[src/rtl/fifo_arb_pkg.sv]
// rtl/fifo_arb_pkg.sv - shared types and defaults for the FIFO write-port arbiter
package fifo_arb_pkg;

  typedef enum logic [1:0] {IDLE, WRITE, RESP, BACKOFF} arb_state_e;

  localparam int NUM_REQ_DEF    = 4;
  localparam int DATA_WIDTH_DEF = 16;
  localparam int MAX_RETRY_DEF  = 3;
  localparam int RETRY_W        = 4;

  function automatic int idx_width(input int n);
    return (n <= 2) ? 1 : $clog2(n);
  endfunction

endpackage

[src/rtl/fifo_rr_pick.sv]
// rtl/fifo_rr_pick.sv - combinational rotate-priority picker, search starts at rr_ptr+1
module fifo_rr_pick #(
  parameter int NUM_REQ = 4,
  parameter int IW      = 2
) (
  input  logic [NUM_REQ-1:0] req,
  input  logic [IW-1:0]      rr_ptr,
  output logic               valid,
  output logic [IW-1:0]      idx
);

  int          pos;
  logic [IW-1:0] pos_idx;

  always_comb begin
    valid   = 1'b0;
    idx     = '0;
    pos     = 0;
    pos_idx = '0;
    for (int k = 1; k <= NUM_REQ; k++) begin
      pos = int'(rr_ptr) + k;
      if (pos >= NUM_REQ) pos = pos - NUM_REQ;
      pos_idx = IW'(pos);
      if (!valid && req[pos_idx]) begin
        valid = 1'b1;
        idx   = pos_idx;
      end
    end
  end

endmodule

[src/rtl/fifo_wr_arbiter.sv]
// rtl/fifo_wr_arbiter.sv - round-robin owner of the sync FIFO write port with overflow retry
module fifo_wr_arbiter
  import fifo_arb_pkg::*;
#(
  parameter int NUM_REQ    = NUM_REQ_DEF,
  parameter int DATA_WIDTH = DATA_WIDTH_DEF,
  parameter int MAX_RETRY  = MAX_RETRY_DEF
) (
  input  logic                          clk,
  input  logic                          rst_n,
  input  logic [NUM_REQ-1:0]            req,
  input  logic [NUM_REQ*DATA_WIDTH-1:0] req_data,
  output logic [NUM_REQ-1:0]            gnt,
  output logic [NUM_REQ-1:0]            drop,
  output logic                          busy,
  output logic                          fifo_wr_en,
  output logic [DATA_WIDTH-1:0]         fifo_data_in,
  input  logic                          fifo_full,
  input  logic                          fifo_wr_ack,
  input  logic                          fifo_overflow
);

  localparam int IW = idx_width(NUM_REQ);

  arb_state_e              state_q, state_d;
  logic [IW-1:0]           idx_q, idx_d;
  logic [IW-1:0]           rr_ptr_q, rr_ptr_d;
  logic [DATA_WIDTH-1:0]   data_q, data_d;
  logic [RETRY_W-1:0]      retry_q, retry_d;

  logic                    pick_valid;
  logic [IW-1:0]           pick_idx;
  logic [DATA_WIDTH-1:0]   slice [NUM_REQ];
  logic                    resp_ok;
  logic                    at_limit;

  for (genvar i = 0; i < NUM_REQ; i++) begin : g_slice
    assign slice[i] = req_data[i*DATA_WIDTH +: DATA_WIDTH];
  end

  fifo_rr_pick #(.NUM_REQ(NUM_REQ), .IW(IW)) u_pick (
    .req    (req),
    .rr_ptr (rr_ptr_q),
    .valid  (pick_valid),
    .idx    (pick_idx)
  );

  // A RESP with no ack counts as a failed attempt even when overflow is also low.
  always_comb begin
    resp_ok = 1'b0;
    casez ({fifo_wr_ack, fifo_overflow})
      2'b1?:   resp_ok = 1'b1;
      default: resp_ok = 1'b0;
    endcase
  end

  assign at_limit = (retry_q == RETRY_W'(MAX_RETRY));

  always_ff @(posedge clk or negedge rst_n) begin
    if (!rst_n) begin
      state_q  <= IDLE;
      idx_q    <= '0;
      rr_ptr_q <= IW'(NUM_REQ - 1);
      data_q   <= '0;
      retry_q  <= '0;
    end else begin
      state_q  <= state_d;
      idx_q    <= idx_d;
      rr_ptr_q <= rr_ptr_d;
      data_q   <= data_d;
      retry_q  <= retry_d;
    end
  end

  always_comb begin
    state_d  = state_q;
    idx_d    = idx_q;
    rr_ptr_d = rr_ptr_q;
    data_d   = data_q;
    retry_d  = retry_q;
    case (state_q)
      IDLE: begin
        if (pick_valid && !fifo_full) begin
          idx_d   = pick_idx;
          data_d  = slice[pick_idx];
          state_d = WRITE;
        end
      end
      WRITE: state_d = RESP;
      RESP: begin
        if (resp_ok || at_limit) begin
          rr_ptr_d = idx_q;
          retry_d  = '0;
          state_d  = IDLE;
        end else begin
          retry_d  = retry_q + 1'b1;
          state_d  = BACKOFF;
        end
      end
      BACKOFF: begin
        // Same idx and data are reused; no re-arbitration while retrying.
        if (!fifo_full) state_d = WRITE;
      end
      default: state_d = IDLE;
    endcase
  end

  always_comb begin
    gnt          = '0;
    drop         = '0;
    busy         = (state_q != IDLE);
    fifo_wr_en   = (state_q == WRITE);
    fifo_data_in = data_q;
    if (state_q == RESP) begin
      if (resp_ok)       gnt[idx_q]  = 1'b1;
      else if (at_limit) drop[idx_q] = 1'b1;
    end
  end

endmodule
[config.mk]
export PLATFORM = sky130hd
export DESIGN_NAME = fifo_wr_arbiter
export DESIGN_NICKNAME = d
export VERILOG_FILES = /design/src/rtl/fifo_arb_pkg.sv /design/src/rtl/fifo_rr_pick.sv /design/src/rtl/fifo_wr_arbiter.sv
export SDC_FILE = /design/constraint.sdc
export NUM_CORES = 1
export LEC_CHECK = 0
export ABC_AREA = 0
export CAP_MARGIN = 20
export CORE_UTILIZATION = 38
export CTS_CLUSTER_SIZE = 24
export DETAILED_ROUTE_END_ITERATION = 8
export PLACE_DENSITY_LB_ADDON = 0.15
export RECOVER_POWER = 25
export SKIP_LAST_GASP = 1
export SLEW_MARGIN = 40
export SYNTH_ARGS = -nofsm -noshare
export SYNTH_HDL_FRONTEND = slang
export SYNTH_SLANG_ARGS = --single-unit
[constraint.sdc]
create_clock -name clk -period 1.9 [get_ports clk]
set_input_delay 0.285 -clock clk [delete_from_list [all_inputs] [get_ports clk]]
set_output_delay 0.285 -clock clk [all_outputs]
set_load 0.05 [all_outputs]
# [Yosys cells after proc, flatten, opt, wreduce, memory -nomap -nowiden]
# Index checks and enable logic that the tools add are counted.
[totals] regBits=26 in_bits=73 output_inout_bits=26 word_cells=83
[op_classes] add_sub_neg=9 magnitude_cmp=11 eq_ne=6 bitwise_logic=1 muxes=36 reduce_logical=15
[ops] cell="16-bit binary-select mux with 2-bit select" n=1
[ops] cell="16-bit two-way mux" n=2
[ops] cell="4-bit two-way mux" n=6
[ops] cell="2-bit two-way mux" n=11
[ops] cell="2-bit by 3-bit < comparator with 1-bit output (second input constant)" n=5
[ops] cell="3-bit >= comparator (second input constant)" n=4
[ops] cell="1-bit two-way mux" n=10
[ops] cell="1-bit binary-select mux with 2-bit select" n=4
[ops] cell="2-bit one-hot mux with 4 select lines" n=1
[ops] cell="2-bit by 1-bit subtractor with 2-bit output (second input constant)" n=4
[ops] cell="2-bit by 2-bit adder with 3-bit output (second input constant)" n=2
[ops] cell="2-bit AND reduction" n=3
[ops] cell="1-bit logical AND" n=5
[ops] cell="2-bit by 3-bit adder with 4-bit output (second input constant)" n=1
[ops] cell="4-bit by 1-bit adder with 4-bit output (second input constant)" n=1
[ops] cell="2-bit equality test (second input constant)" n=2
[ops] cell="4-bit by 2-bit equality test with 1-bit output (second input constant)" n=1
[ops] cell="4-bit by 3-bit >= comparator with 1-bit output (second input constant)" n=1
[ops] cell="1-bit logical NOT" n=4
[ops] cell="2-bit inequality test (second input constant)" n=2
[ops] cell="2-bit by 1-bit adder with 3-bit output (second input constant)" n=1
[ops] cell="2-bit NOT with 3-bit output" n=1
[ops] cell="1-bit demux with 2-bit select" n=1
[ops] cell="2-bit by 1-bit equality test with 1-bit output (second input constant)" n=1
[ops] cell="4 further kinds" n=4

# [Longest topological paths before layout]
# Gate-level depths: netlist of the first run.
[logic_depth] ltp_word=19 mapped_depth=8

# [Modules after synthesis]
# A second synthesis of the first run with hierarchy kept.
[hier_totals] hier_cells=167 area_unflattened_um2=1771.7
[by_module_without_submodules] mod="fifo_wr_arbiter" cells_each=153 n_inst=1 seq_area_each_um2=653.1 area_per_inst_um2=1680.4
[by_module_without_submodules] mod="fifo_rr_pick" cells_each=14 n_inst=1 seq_area_each_um2=0.0 area_per_inst_um2=91.3

# [Least setup slack after synthesis of the first run]
# No wires, ideal clock.
[synth_timing] path_kind="register to output" from="register state_q[0]" to="output port drop[0]" stages_incl_launch_ff=7 t_arrival_ns=2.302 setup_slack_ns=-0.687 cell_sequence="dfrtp_1 > inv_1 > ha_1 > inv_1 > nor4b_1 > nand2b_1 > nor3_1"
[synth_between] elab_chain_len=2
[synth_lines] element="start, declared" line="fifo_wr_arbiter.sv:25" text="arb_state_e state_q, state_d;"
[synth_lines] element="start signal, assigned" line="fifo_wr_arbiter.sv:67" text="state_q <= state_d;"
[synth_lines] element="2-bit equality test" line="fifo_wr_arbiter.sv:114" text="if (state_q == RESP) begin"
[synth_lines] element="4-bit two-way mux" line="fifo_wr_arbiter.sv:114"
[synth_lines] element="end, declared" line="fifo_wr_arbiter.sv:14" text="output logic [NUM_REQ-1:0] drop,"
# Every way passes these cells.

# [Worst setup path after layout of the first run]
# Ends and elaborated chain as after synthesis.

==> results.py, run 1 <==
metrics = {
    "power_and_ir_drop": {
        "p_seq_frac": 0.239,
        "p_leak_uw": 0.00133,
        "swShare": 0.443,
        "p_comb_frac": 0.652,
        "ir_worst_vdd_mv": 0.918,
        "powerDensity_mw_per_mm2": 1340,
        "p_clk_frac": 0.109,
        "total_power_uw": 4230,
        "p_switching_uw": 1870,
        "intPower_uw": 2360,
    },
    "logic_synthesis": {
        "synthAdderAreaFrac": 0.0360,
        "synth.area.top_cells": "dfrtp_1 35%, mux2i_1 18%, o221ai_2 8.6%",
        "yosysWarnings": 0,
        "yosys.area_share.simple": 0.152,
        "synth.net_count": 245,
        "synth_xor_xnor_area_share": 0,
        "syn_area_mm2": 0.00174,
        "synth_top_family_by_area": "multiplexers",
        "synthCells": 167,
        "ys_seq_elements": 26,
        "synth_top_area_cell": "dfrtp_1",
        "synth-compound-area-share": 0.175,
        "synthDistinctLibCells": 33,
        "yosysTopAreaCellShare": 0.345,
        "synth_mux_area_frac": 0.204,
        "syn_avg_cell_area_um2": 10.4,
        "seq_area_frac_synth": 0.376,
    },
    "routing": {
        "route.detailed.drc": 0,
        "viasPerCell": 5.15,
        "drt_first_iter_violations": 38,
        "vias": 1720,
        "wl_per_cell_um": 14.4,
        "drt-total-wl_um": 4820,
        "detail_route.first_pass.iterations": 4,
        "antenna_left": 0,
    },
    "final_layout": {
        "fin_nets": 361,
        "area_growth_pct": 81.6,
        "design_area_mm2": 0.00316,
        "antenna_cells": 0,
        "drive_above_1_share": 0.245,
    },
    "critical_path": {
        "worstReg2RegEnd": "fifo_data_in[8]",
        "reg2reg_depth": 8,
        "worst_ep_required_time_ps": 1620,
        "cp_data_arrival_time_ps": 1740,
        "rrSetupSlack_ps": -10,
        "r2r_start": "state_q[0]",
        "critPathKind": "reg2out",
        "critPathLaunchType": "register",
        "endpoint_kind": "output pin",
        "crit_fanout": 2,
    },
    "place": {
        "place_area_mm2": 0.00300,
        "gp_congestion": 0.737,
        "dp_hpwl_um": 3770,
        "post-place-ws_ps": -160,
        "port_buffers": 97,
    },
    "cts": {
        "numCtsBuffers": 3,
        "cts_tree": "done",
        "cts_buffer_depth": 2,
        "hold_buffers": 0,
        "insertion_delay_ps": 270,
        "cts.sinks": 26,
        "htree_levels": 1,
        "clock-root-buffer": "clkbuf_8",
        "path_clk_slew_ps": 90,
    },
    "flow_run": {
        "maxCapViolations": 0,
    },
    "sta": {
        "period_minus_slack_ps": 2030,
        "slew_violations": 0,
        "fmax_mhz": 493,
        "worst_slack_ps": -127,
        "finClkSkew_ps": 3.73,
        "hold_violations": 0,
        "finalHoldWorstSlack_ps": 492,
        "setup_violations": 6,
        "slew_headroom": 0.552,
        "worstMarginPinSlew_ps": 672,
        "period_share": 1.07,
        "rsz0062_at_grt": "yes",
        "fin_tns_setup_ps": -383,
    },
    "die": {
        "fp-row-count": 24,
        "num_io_pins": 99,
        "die_y_um": 69.7,
        "dieArea_mm2": 0.00485,
        "fp.dieW_um": 69.7,
        "core_area_mm2": 0.00438,
        "start_util": 0.397,
    },
    "hold_path": {
        "min-delay-start": "fifo_data_in[3]",
        "whs_endpoint": "fifo_data_in[3]",
        "hp-class": "reg2reg",
        "whs_path_depth": 2,
    },
    "grt": {
        "grt_pass1_wl_um": 7920,
        "grt_antenna_before_repair": 0,
        "grt_usage": 0.201,
        "overflow": 0,
        "grt_max_degree": 27,
        "grt_pass1_vias": 1733,
    },
    "run_status": {
        "violations": "setup timing",
        "status": "finished with violations",
    },
}
## cells in the final DEF, fill, tap and decap left out, drive strengths merged, types with 2 or more instances in the layout
| master | synthesis | routed |
|---|---|---|
| nand2 | 25 | 25 |
| clkdlybuf4s50 | 0 | 86 |
| nor3b | 2 | 2 |
| buf | 10 | 33 |
| o221ai | 17 | 17 |
| nor2 | 10 | 10 |
| clkbuf | 0 | 4 |
| dfrtp | 24 | 24 |
| mux2 | 3 | 3 |
| dfstp | 2 | 2 |
| ha | 5 | 5 |
| or2 | 2 | 2 |
| inv | 4 | 4 |
| or3 | 2 | 2 |
| o21ai | 5 | 5 |
| nor3 | 2 | 2 |
| nand2b | 9 | 9 |
| mux2i | 32 | 32 |
## flip-flops by register name (all words and copies together) (netlist names)
register,flops
fifo_data_in,16
rr_ptr_q,2
retry_q,4
state_q,2
idx_q,2
## synthesized netlist by cell type
library cell,n
a211oi_1,1
a21boi_1,1
a21oi_1,1
a22o_1,1
a31o_2,1
a31oi_1,1
buf_2,3
buf_4,2
buf_6,5
dfrtp_1,24
dfstp_2,2
ha_1,5
inv_1,4
mux2_2,3
mux2i_1,32
nand2_1,25
nand2b_1,9
nand3_1,1
nor2_1,10
nor2b_1,1
nor3_1,2
nor3b_1,2
nor4_1,1
nor4b_1,1
o211ai_1,1
o21ai_0,5
o221ai_1,7
o221ai_2,10
o2bb2ai_1,1
o31ai_1,1
or2_1,1
or2_2,1
or3_1,2
## timing repair
action | CTS | global route
setup buffers | 3 | 2
gates resized for setup | 8 | 7
endpoints found under the setup margin | 4 | 24
pin swaps | 3 | 4
endpoints found under the hold margin | 0 | 0
## power by group through the flow
stage	Clock, uW	Combinational, uW	Sequential, uW
2_1_floorplan	0	1220	1540
3_3_place_gp	0	2660	1010
3_5_place_dp	0	2690	1020
4_1_cts	472	2740	1010
5_1_grt	496	2940	1050
6_report	461	2760	1010
## metrics by stage
stage / cells / util
detailed placement: 325 / 0.684
global route: 334 / 0.720
finish: 334 / 0.720
floorplan: 167 / -
global placement: 325 / 0.684
CTS: 332 / 0.713
## critical path, cell delays in order (launching register included)
cell and delay, ps:
dfrtp_1 400, inv_2 80, ha_4 150, inv_4 40
nor4b_4 220, nand2b_1 130, buf_6 140, nor3_4 140
buf_12 160
## cells by family after synthesis
| family | count (synthesis) |
|---|---|
| flops | 26 |
| fa+ha+maj | 5 |
| buf+inv | 14 |
| simple gates | 56 |
| compound gates | 31 |
| mux | 35 |
## per-layer routing
layer,GRT usage,share of wire,vias up
met5,0,0,-
met4,0.0333,0.0046,0
met3,0.0451,0.053,2
met2,0.361,0.51,51
met1,0.249,0.43,821
li1,-,-,846
## layout make-up
type	count	area (um^2)
repair buffers	121	1280
fillers	359	1230
multi-input cells	127	1070
flip-flops and latches	26	653
well taps	52	65.1
clock buffers	3	41.3
clock inverters	1	30.0
inverters	4	17.5
## how the worst max path moves through the flow
| stage | startpoint | end | slack (ps) |
|---|---|---|---|
| floorplan | state_q[0] | drop[2] | -120 |
| global placement | req[0] | fifo_data_in[8] | -110 |
| detailed placement | req[0] | fifo_data_in[15] | -160 |
| CTS | state_q[0] | drop[0] | -200 |
| global route | state_q[0] | drop[0] | -230 |
| finish | state_q[0] | drop[0] | -130 |
Note: power is estimated with default switching activity, not from simulation.
==> run 2: changes to the inputs <==
--- a/config.mk
+++ b/config.mk
@@ -8,7 +8,6 @@
 export ABC_AREA = 0
 export CAP_MARGIN = 20
 export CORE_UTILIZATION = 38
-export CTS_CLUSTER_SIZE = 24
 export DETAILED_ROUTE_END_ITERATION = 8
 export PLACE_DENSITY_LB_ADDON = 0.15
 export RECOVER_POWER = 25
==> results of run 2 <==
The final DEF is identical to that of run 1; final timing and power are the same.
